### src/rtl/apb_master_pkg.sv
// rtl/apb_master_pkg.sv - shared types and constants for the APB master bridge
package apb_master_pkg;

    typedef enum logic [1:0] {
        IDLE   = 2'd0,
        SETUP  = 2'd1,
        ACCESS = 2'd2,
        RESP   = 2'd3
    } apb_mst_state_e;

    localparam int unsigned MAX_DATA_WIDTH = 64;

    // Read data returned when the watchdog aborts a transfer
    localparam logic [MAX_DATA_WIDTH-1:0] TIMEOUT_RDATA = '0;

endpackage

### src/rtl/apb_bus.sv
// rtl/apb_bus.sv - APB bus interface with master and slave views
interface APB_BUS #(
    parameter int unsigned ADDR_WIDTH = 32,
    parameter int unsigned DATA_WIDTH = 32
);
    logic [ADDR_WIDTH-1:0] paddr;
    logic [DATA_WIDTH-1:0] pwdata;
    logic                  pwrite;
    logic                  psel;
    logic                  penable;
    logic [DATA_WIDTH-1:0] prdata;
    logic                  pready;
    logic                  pslverr;

    modport Master (
        output paddr, pwdata, pwrite, psel, penable,
        input  prdata, pready, pslverr
    );

    modport Slave (
        input  paddr, pwdata, pwrite, psel, penable,
        output prdata, pready, pslverr
    );
endinterface

### src/rtl/apb_master_watchdog.sv
// rtl/apb_master_watchdog.sv - saturating ACCESS-phase cycle counter
module apb_master_watchdog #(
    parameter int unsigned TIMEOUT_CYCLES = 256
) (
    input  logic clk,
    input  logic rst_n,
    input  logic clr,
    input  logic en,
    output logic expired
);

    generate
        if (TIMEOUT_CYCLES == 0) begin : g_off
            assign expired = 1'b0;
        end else begin : g_on
            localparam int unsigned CW = $clog2(TIMEOUT_CYCLES + 1);
            localparam logic [CW-1:0] LIMIT = CW'(TIMEOUT_CYCLES);

            logic [CW-1:0] cnt_q;

            always_ff @(posedge clk or negedge rst_n) begin
                if (!rst_n) begin
                    cnt_q <= '0;
                end else if (clr) begin
                    cnt_q <= '0;
                end else if (en && (cnt_q != LIMIT)) begin
                    cnt_q <= cnt_q + CW'(1);
                end
            end

            // Fires on the stalled cycle whose increment reaches the limit
            assign expired = en && (cnt_q == LIMIT - CW'(1));
        end
    endgenerate

endmodule

### src/rtl/apb_master_bridge.sv
// rtl/apb_master_bridge.sv - single-outstanding APB initiator with watchdog
module apb_master_bridge
    import apb_master_pkg::*;
#(
    parameter int unsigned APB_ADDR_WIDTH = 32,
    parameter int unsigned APB_DATA_WIDTH = 32,
    parameter int unsigned TIMEOUT_CYCLES = 256
) (
    input  logic                      clk,
    input  logic                      rst_n,
    input  logic                      req_valid_i,
    output logic                      req_ready_o,
    input  logic [APB_ADDR_WIDTH-1:0] req_addr_i,
    input  logic                      req_we_i,
    input  logic [APB_DATA_WIDTH-1:0] req_wdata_i,
    output logic                      rsp_valid_o,
    input  logic                      rsp_ready_i,
    output logic [APB_DATA_WIDTH-1:0] rsp_rdata_o,
    output logic                      rsp_err_o,
    output logic                      rsp_timeout_o,
    APB_BUS.Master                    apb_master
);

    apb_mst_state_e state_q, state_d;

    logic                      init_q;
    logic [APB_ADDR_WIDTH-1:0] addr_q;
    logic                      we_q;
    logic [APB_DATA_WIDTH-1:0] wdata_q;
    logic [APB_DATA_WIDTH-1:0] rdata_q;
    logic                      err_q;
    logic                      tmo_q;
    logic                      psel_c;
    logic                      penable_c;
    logic                      req_hs;
    logic                      done;
    logic                      wd_expired;

    assign req_hs = req_valid_i && req_ready_o;
    assign done   = (state_q == ACCESS) && apb_master.pready;

    apb_master_watchdog #(
        .TIMEOUT_CYCLES(TIMEOUT_CYCLES)
    ) u_watchdog (
        .clk     (clk),
        .rst_n   (rst_n),
        .clr     (state_q == SETUP),
        .en      ((state_q == ACCESS) && !apb_master.pready),
        .expired (wd_expired)
    );

    // init_q keeps req_ready_o low while reset is asserted
    always_ff @(posedge clk or negedge rst_n) begin
        if (!rst_n) begin
            state_q <= IDLE;
            init_q  <= 1'b0;
        end else begin
            state_q <= state_d;
            init_q  <= 1'b1;
        end
    end

    always_comb begin
        state_d     = state_q;
        req_ready_o = 1'b0;
        rsp_valid_o = 1'b0;
        psel_c      = 1'b0;
        penable_c   = 1'b0;
        case (state_q)
            IDLE: begin
                req_ready_o = init_q;
                if (req_hs) state_d = SETUP;
            end
            SETUP: begin
                psel_c  = 1'b1;
                state_d = ACCESS;
            end
            ACCESS: begin
                psel_c    = 1'b1;
                penable_c = 1'b1;
                if (apb_master.pready || wd_expired) state_d = RESP;
            end
            RESP: begin
                rsp_valid_o = 1'b1;
                if (rsp_ready_i) state_d = IDLE;
            end
            default: state_d = IDLE;
        endcase
    end

    always_ff @(posedge clk or negedge rst_n) begin
        if (!rst_n) begin
            addr_q  <= '0;
            we_q    <= 1'b0;
            wdata_q <= '0;
        end else if (req_hs) begin
            addr_q  <= req_addr_i;
            we_q    <= req_we_i;
            wdata_q <= req_wdata_i;
        end
    end

    // pready has priority over a watchdog expiry in the same cycle
    always_ff @(posedge clk or negedge rst_n) begin
        if (!rst_n) begin
            rdata_q <= '0;
            err_q   <= 1'b0;
            tmo_q   <= 1'b0;
        end else if (done) begin
            rdata_q <= we_q ? '0 : apb_master.prdata;
            err_q   <= apb_master.pslverr;
            tmo_q   <= 1'b0;
        end else if ((state_q == ACCESS) && wd_expired) begin
            rdata_q <= TIMEOUT_RDATA[APB_DATA_WIDTH-1:0];
            err_q   <= 1'b1;
            tmo_q   <= 1'b1;
        end
    end

    assign rsp_rdata_o   = rdata_q;
    assign rsp_err_o     = err_q;
    assign rsp_timeout_o = tmo_q;

    assign apb_master.paddr   = addr_q;
    assign apb_master.pwrite  = we_q;
    assign apb_master.pwdata  = wdata_q;
    assign apb_master.psel    = psel_c;
    assign apb_master.penable = penable_c;

endmodule

### src/flat_wrapper.sv
// flat-port wrapper written by rule: the top's interface ports become plain ports
module apb_master_bridge_flat import apb_master_pkg::*;
#(
    parameter int unsigned APB_ADDR_WIDTH = 32,
    parameter int unsigned APB_DATA_WIDTH = 32,
    parameter int unsigned TIMEOUT_CYCLES = 256
)
  (clk, rst_n, req_valid_i, req_ready_o, req_addr_i, req_we_i, req_wdata_i, rsp_valid_o, rsp_ready_i, rsp_rdata_o, rsp_err_o, rsp_timeout_o, apb_master_paddr, apb_master_pwdata, apb_master_pwrite, apb_master_psel, apb_master_penable, apb_master_prdata, apb_master_pready, apb_master_pslverr);
  APB_BUS #(.ADDR_WIDTH(32), .DATA_WIDTH(32)) apb_master_i ();
  input  logic clk;
  input  logic rst_n;
  input  logic req_valid_i;
  output logic req_ready_o;
  input  logic [APB_ADDR_WIDTH-1:0] req_addr_i;
  input  logic req_we_i;
  input  logic [APB_DATA_WIDTH-1:0] req_wdata_i;
  output logic rsp_valid_o;
  input  logic rsp_ready_i;
  output logic [APB_DATA_WIDTH-1:0] rsp_rdata_o;
  output logic rsp_err_o;
  output logic rsp_timeout_o;
  output wire logic [$bits(apb_master_i.paddr)-1:0] apb_master_paddr;
  output wire logic [$bits(apb_master_i.pwdata)-1:0] apb_master_pwdata;
  output wire logic [$bits(apb_master_i.pwrite)-1:0] apb_master_pwrite;
  output wire logic [$bits(apb_master_i.psel)-1:0] apb_master_psel;
  output wire logic [$bits(apb_master_i.penable)-1:0] apb_master_penable;
  input wire logic [$bits(apb_master_i.prdata)-1:0] apb_master_prdata;
  input wire logic [$bits(apb_master_i.pready)-1:0] apb_master_pready;
  input wire logic [$bits(apb_master_i.pslverr)-1:0] apb_master_pslverr;
  assign apb_master_paddr = apb_master_i.paddr;
  assign apb_master_pwdata = apb_master_i.pwdata;
  assign apb_master_pwrite = apb_master_i.pwrite;
  assign apb_master_psel = apb_master_i.psel;
  assign apb_master_penable = apb_master_i.penable;
  assign apb_master_i.prdata = apb_master_prdata;
  assign apb_master_i.pready = apb_master_pready;
  assign apb_master_i.pslverr = apb_master_pslverr;
  apb_master_bridge #(.APB_ADDR_WIDTH(APB_ADDR_WIDTH), .APB_DATA_WIDTH(APB_DATA_WIDTH), .TIMEOUT_CYCLES(TIMEOUT_CYCLES)) u_core (.clk(clk), .rst_n(rst_n), .req_valid_i(req_valid_i), .req_ready_o(req_ready_o), .req_addr_i(req_addr_i), .req_we_i(req_we_i), .req_wdata_i(req_wdata_i), .rsp_valid_o(rsp_valid_o), .rsp_ready_i(rsp_ready_i), .rsp_rdata_o(rsp_rdata_o), .rsp_err_o(rsp_err_o), .rsp_timeout_o(rsp_timeout_o), .apb_master(apb_master_i));
endmodule
### config.mk
export PLATFORM = sky130hd
export DESIGN_NAME = apb_master_bridge_flat
export DESIGN_NICKNAME = d
export VERILOG_FILES = /design/src/rtl/apb_master_pkg.sv /design/src/rtl/apb_bus.sv /design/src/rtl/apb_master_watchdog.sv /design/src/rtl/apb_master_bridge.sv /design/src/flat_wrapper.sv
export SDC_FILE = /design/constraint.sdc
export NUM_CORES = 1
export LEC_CHECK = 0
export ABC_CLOCK_PERIOD_IN_PS = 2450
export CELL_PAD_IN_SITES_DETAIL_PLACEMENT = 1
export CELL_PAD_IN_SITES_GLOBAL_PLACEMENT = 1
export CORE_ASPECT_RATIO = 0.7
export CORE_MARGIN = 2
export CORE_UTILIZATION = 33
export DETAILED_ROUTE_END_ITERATION = 10
export PLACE_DENSITY_LB_ADDON = 0.1
export SYNTH_ARGS = -nofsm -noshare
export SYNTH_HDL_FRONTEND = slang
export SYNTH_HIERARCHICAL = 1
export SYNTH_SLANG_ARGS = --single-unit
### constraint.sdc
create_clock -name clk -period 2.45 [get_ports clk]
set_input_delay 0.49 -clock clk [delete_from_list [all_inputs] [get_ports clk]]
set_output_delay 0.49 -clock clk [all_outputs]
set_load 0.03 [all_outputs]
==> impl_results.md <==
- Outcome: finished, final reports clean
- Fin. max-slew vios: 0
- Leak: ~3.2 nW
- Commonest cells in the netlist: dfrtp_1, mux2_4, a22o_1
- Core Util, Final: 0.521
- Main area contributors after synthesis: dfrtp_1, mux2_4, a22o_1
- Worst skew pair latency: around 0.34 ns
- Nets: 618
- Iteration-0 DRC Markers: between 100 and 150
- Final HPWL DP: 9600 um
- Ant diodes: 0
- DRC violations left: 0
- Die width: roughly 150 um
- H-tree levels: 3
- Placed cell areas: between 6000 and 7000 um2
- Reg2reg end: u_core/state_q[1]
- Detailed Routing Iterations Pass 1: 4
- Total Die Area: roughly 15000 um2
- CP Data Arrival Time: roughly 1.9 ns
- RD Place Congestion: 0.786
- Number of I/O pins: ~210
- Drt total wl: between 10000 and 15000 um
- Share of synthesized registers carrying an async set or reset: 1.00
- Clock Path Buffers: 2
- Critical Path Fanout Max: 4
- Synthesis Warnings: 6
- Area grow syn2layout: 55.5%
- R2r startpoint: u_core/u_watchdog/g_on.cnt_q[1]
- Synth unique cells: 34
- RSZ-0062 raised after global routing: false
- Setup TNS Final: 0 ns
- Critical path endpoint category: output port
- Synthesized area: approximately 4600 um2
- Synth Net Count: between 400 and 500
- Share of layout cells above drive strength 1: 0.205
- Global-route wire length before repair: around 20000 um
- Synth area leader: dfrtp_1
- Vias in the first global route: around 3500
- Top_reg_cell synth: dfrtp_1
- # Post-CTS Setup Buffers: 0
- Seq/Total Area, Yosys: 0.599
- Min cycle time layout: between 2 and 2.5 ns
- Fmax: roughly 430 MHz
- Wire length per cell: between 15 and 20 um
- CP Data Required Time: around 2 ns
- Vias per std cell: between 4 and 5
- Worst ir drop on vdd: 0.520 mV
- PD cells: 1350 nW/um2
- Final Hold Fails: 0
- Vias: ~3200
- Setup crit start kind: flop
- EDFF count, synth: 0
- FP Rows: 36
- Most frequent cell after synthesis: dfrtp_1
- Multi-input logic area: 1680 um2
- Post-Syn Instances: about 290
- Core box area: 13800 um2
- I/O Buffers: 205
- Clock Pin Slew Worst Setup and Hold Paths: approximately 0.07 ns
- Sequential standard cell area: 2780 um2
- Max Cap Violations: 0
- Flops & latches, synth: between 100 and 150
- Syn avg cell area: ~16 um2
- Final antenna-violating net count: 0
- Min-Delay Path Class: in2async
- Clk root buf: clkbuf_16
- Initial antenna violation count: 0
- Final worst path period share: 0.960
- Tot GR Track Use: 0.174
- Reg2Reg Depth: 8
- Grt total ovfl: 0
- Hold-fix buffers at CTS: 0
- Total chip power: 9.74 mW
- Final Cell Area: between 7000 and 8000 um2
- Initial Util: 0.335
- CTS Buf Count: 9
- FILL cells: between 1000 and 1500
- WS Path Type: reg2out
- Clock Sinks: ~110
- CTS tree: yes
- Die height: 103 um
- Layout Skew: 0.00655 ns
- CP endpoint: apb_master_psel
- Area share of the largest cell type after synthesis: 0.599
- Worst Setup SP: u_core/state_q[0]
- Largest net degree at the start of global routing: 42
- FF-to-FF setup slack: 0.33 ns
- Final setup viols: 0
## where the power goes
part           internal, mW  switching, mW
Clock                 0.729          0.689
Combinational          2.54           2.68
Sequential             2.63          0.467
Total                  5.90           3.84
## logic make-up (layout without fill, tap and decap cells)
| kind of cell | count (synthesis) | count (layout) | synth area share |
|---|---|---|---|
| DFF | 111 | 111 | 0.599 |
| muxes | 68 | 68 | 0.206 |
| AOI/OAI and AO/OA | 49 | 49 | 0.0858 |
| and+or+nand+nor | 34 | 34 | 0.0437 |
| buffers and inverters | 20 | 239 | 0.0391 |
| adders and majority gates | 8 | 8 | 0.0216 |
| xor gates and xnor gates | 2 | 2 | 0.00378 |
| other | 1 | 1 | 0.000809 |
## flip-flops by register name, indices dropped and copies added (netlist names)
| signal | count |
|---|---|
| u_core/rsp_rdata_o | 32 |
| u_core/apb_master.pwrite | 1 |
| u_core/rsp_timeout_o | 1 |
| u_core/rsp_err_o | 1 |
| u_core/apb_master.pwdata | 32 |
| u_core/u_watchdog/g_on.cnt_q | 9 |
| u_core/state_q | 2 |
| u_core/apb_master.paddr | 32 |
| u_core/init_q | 1 |
## cell type report
| type | count | area share |
|---|---|---|
| Clock buffer | 11 | 0.0337 |
| Tap cell | 190 | 0.0330 |
| Clock inverter | 5 | 0.00590 |
| Timing Repair Buffer | 217 | 0.305 |
| Sequential cell | 111 | 0.385 |
| Inverter | 6 | 0.00312 |
| Multi-Input combinational cell | 162 | 0.234 |
## placed cells by master, fill, tap and decap left out, types with 5 or more instances in the layout
cell               n
nor2_1             9
dfrtp_1          111
mux2_2            16
inv_1              6
buf_4              8
nand2_1            6
clkbuf_16          9
ha_1               8
mux2_4            51
buf_12             5
a22o_1            32
clkdlybuf4s50_1  203
a21oi_1            7
## worst min-delay path by stage
stage	from	end	slack, ns	depth (start not counted)
after global placement	rst_n	u_core/apb_master.pwdata[13]	0.48	1
after CTS	rst_n	u_core/apb_master.pwdata[13]	0.11	1
after floorplan	rst_n	u_core/apb_master.paddr[0]	0.19	0
after detailed placement	rst_n	u_core/apb_master.pwdata[13]	0.48	1
final	rst_n	u_core/apb_master.pwdata[13]	0.1	1
after global routing	rst_n	u_core/apb_master.pwdata[16]	0.12	1
## critical path: stages (launching register included)
cell	delay [ns]
dfrtp_1	0.41
inv_1	0.11
ha_1	0.31
clkdlybuf4s50_1	0.68
## stage by stage
| stage | hold slack [ns] | instances | worst slack, ns |
|---|---|---|---|
| after detailed placement | 0.483 | 686 | 0.230 |
| final | 0.0961 | 702 | 0.0971 |
| after floorplan | 0.194 | 293 | 0.0694 |
| after global placement | 0.481 | 686 | 0.258 |
| after global routing | 0.120 | 702 | 0.0120 |
| after CTS | 0.105 | 702 | 0.0598 |
## layer usage
layer	part of all wire	vias up	track usage
met5	0	-	0
met4	0.0074	0	0.0392
met3	0.056	7	0.0513
met2	0.46	110	0.270
met1	0.47	1621	0.243
li1	-	1478	-
## what timing repair did
action	CTS	global route
endpoints found under the hold margin	0	0
endpoints found under the setup margin	1	0
resized for setup	1	0
No activity file was read; power rests on OpenSTA's default activity.
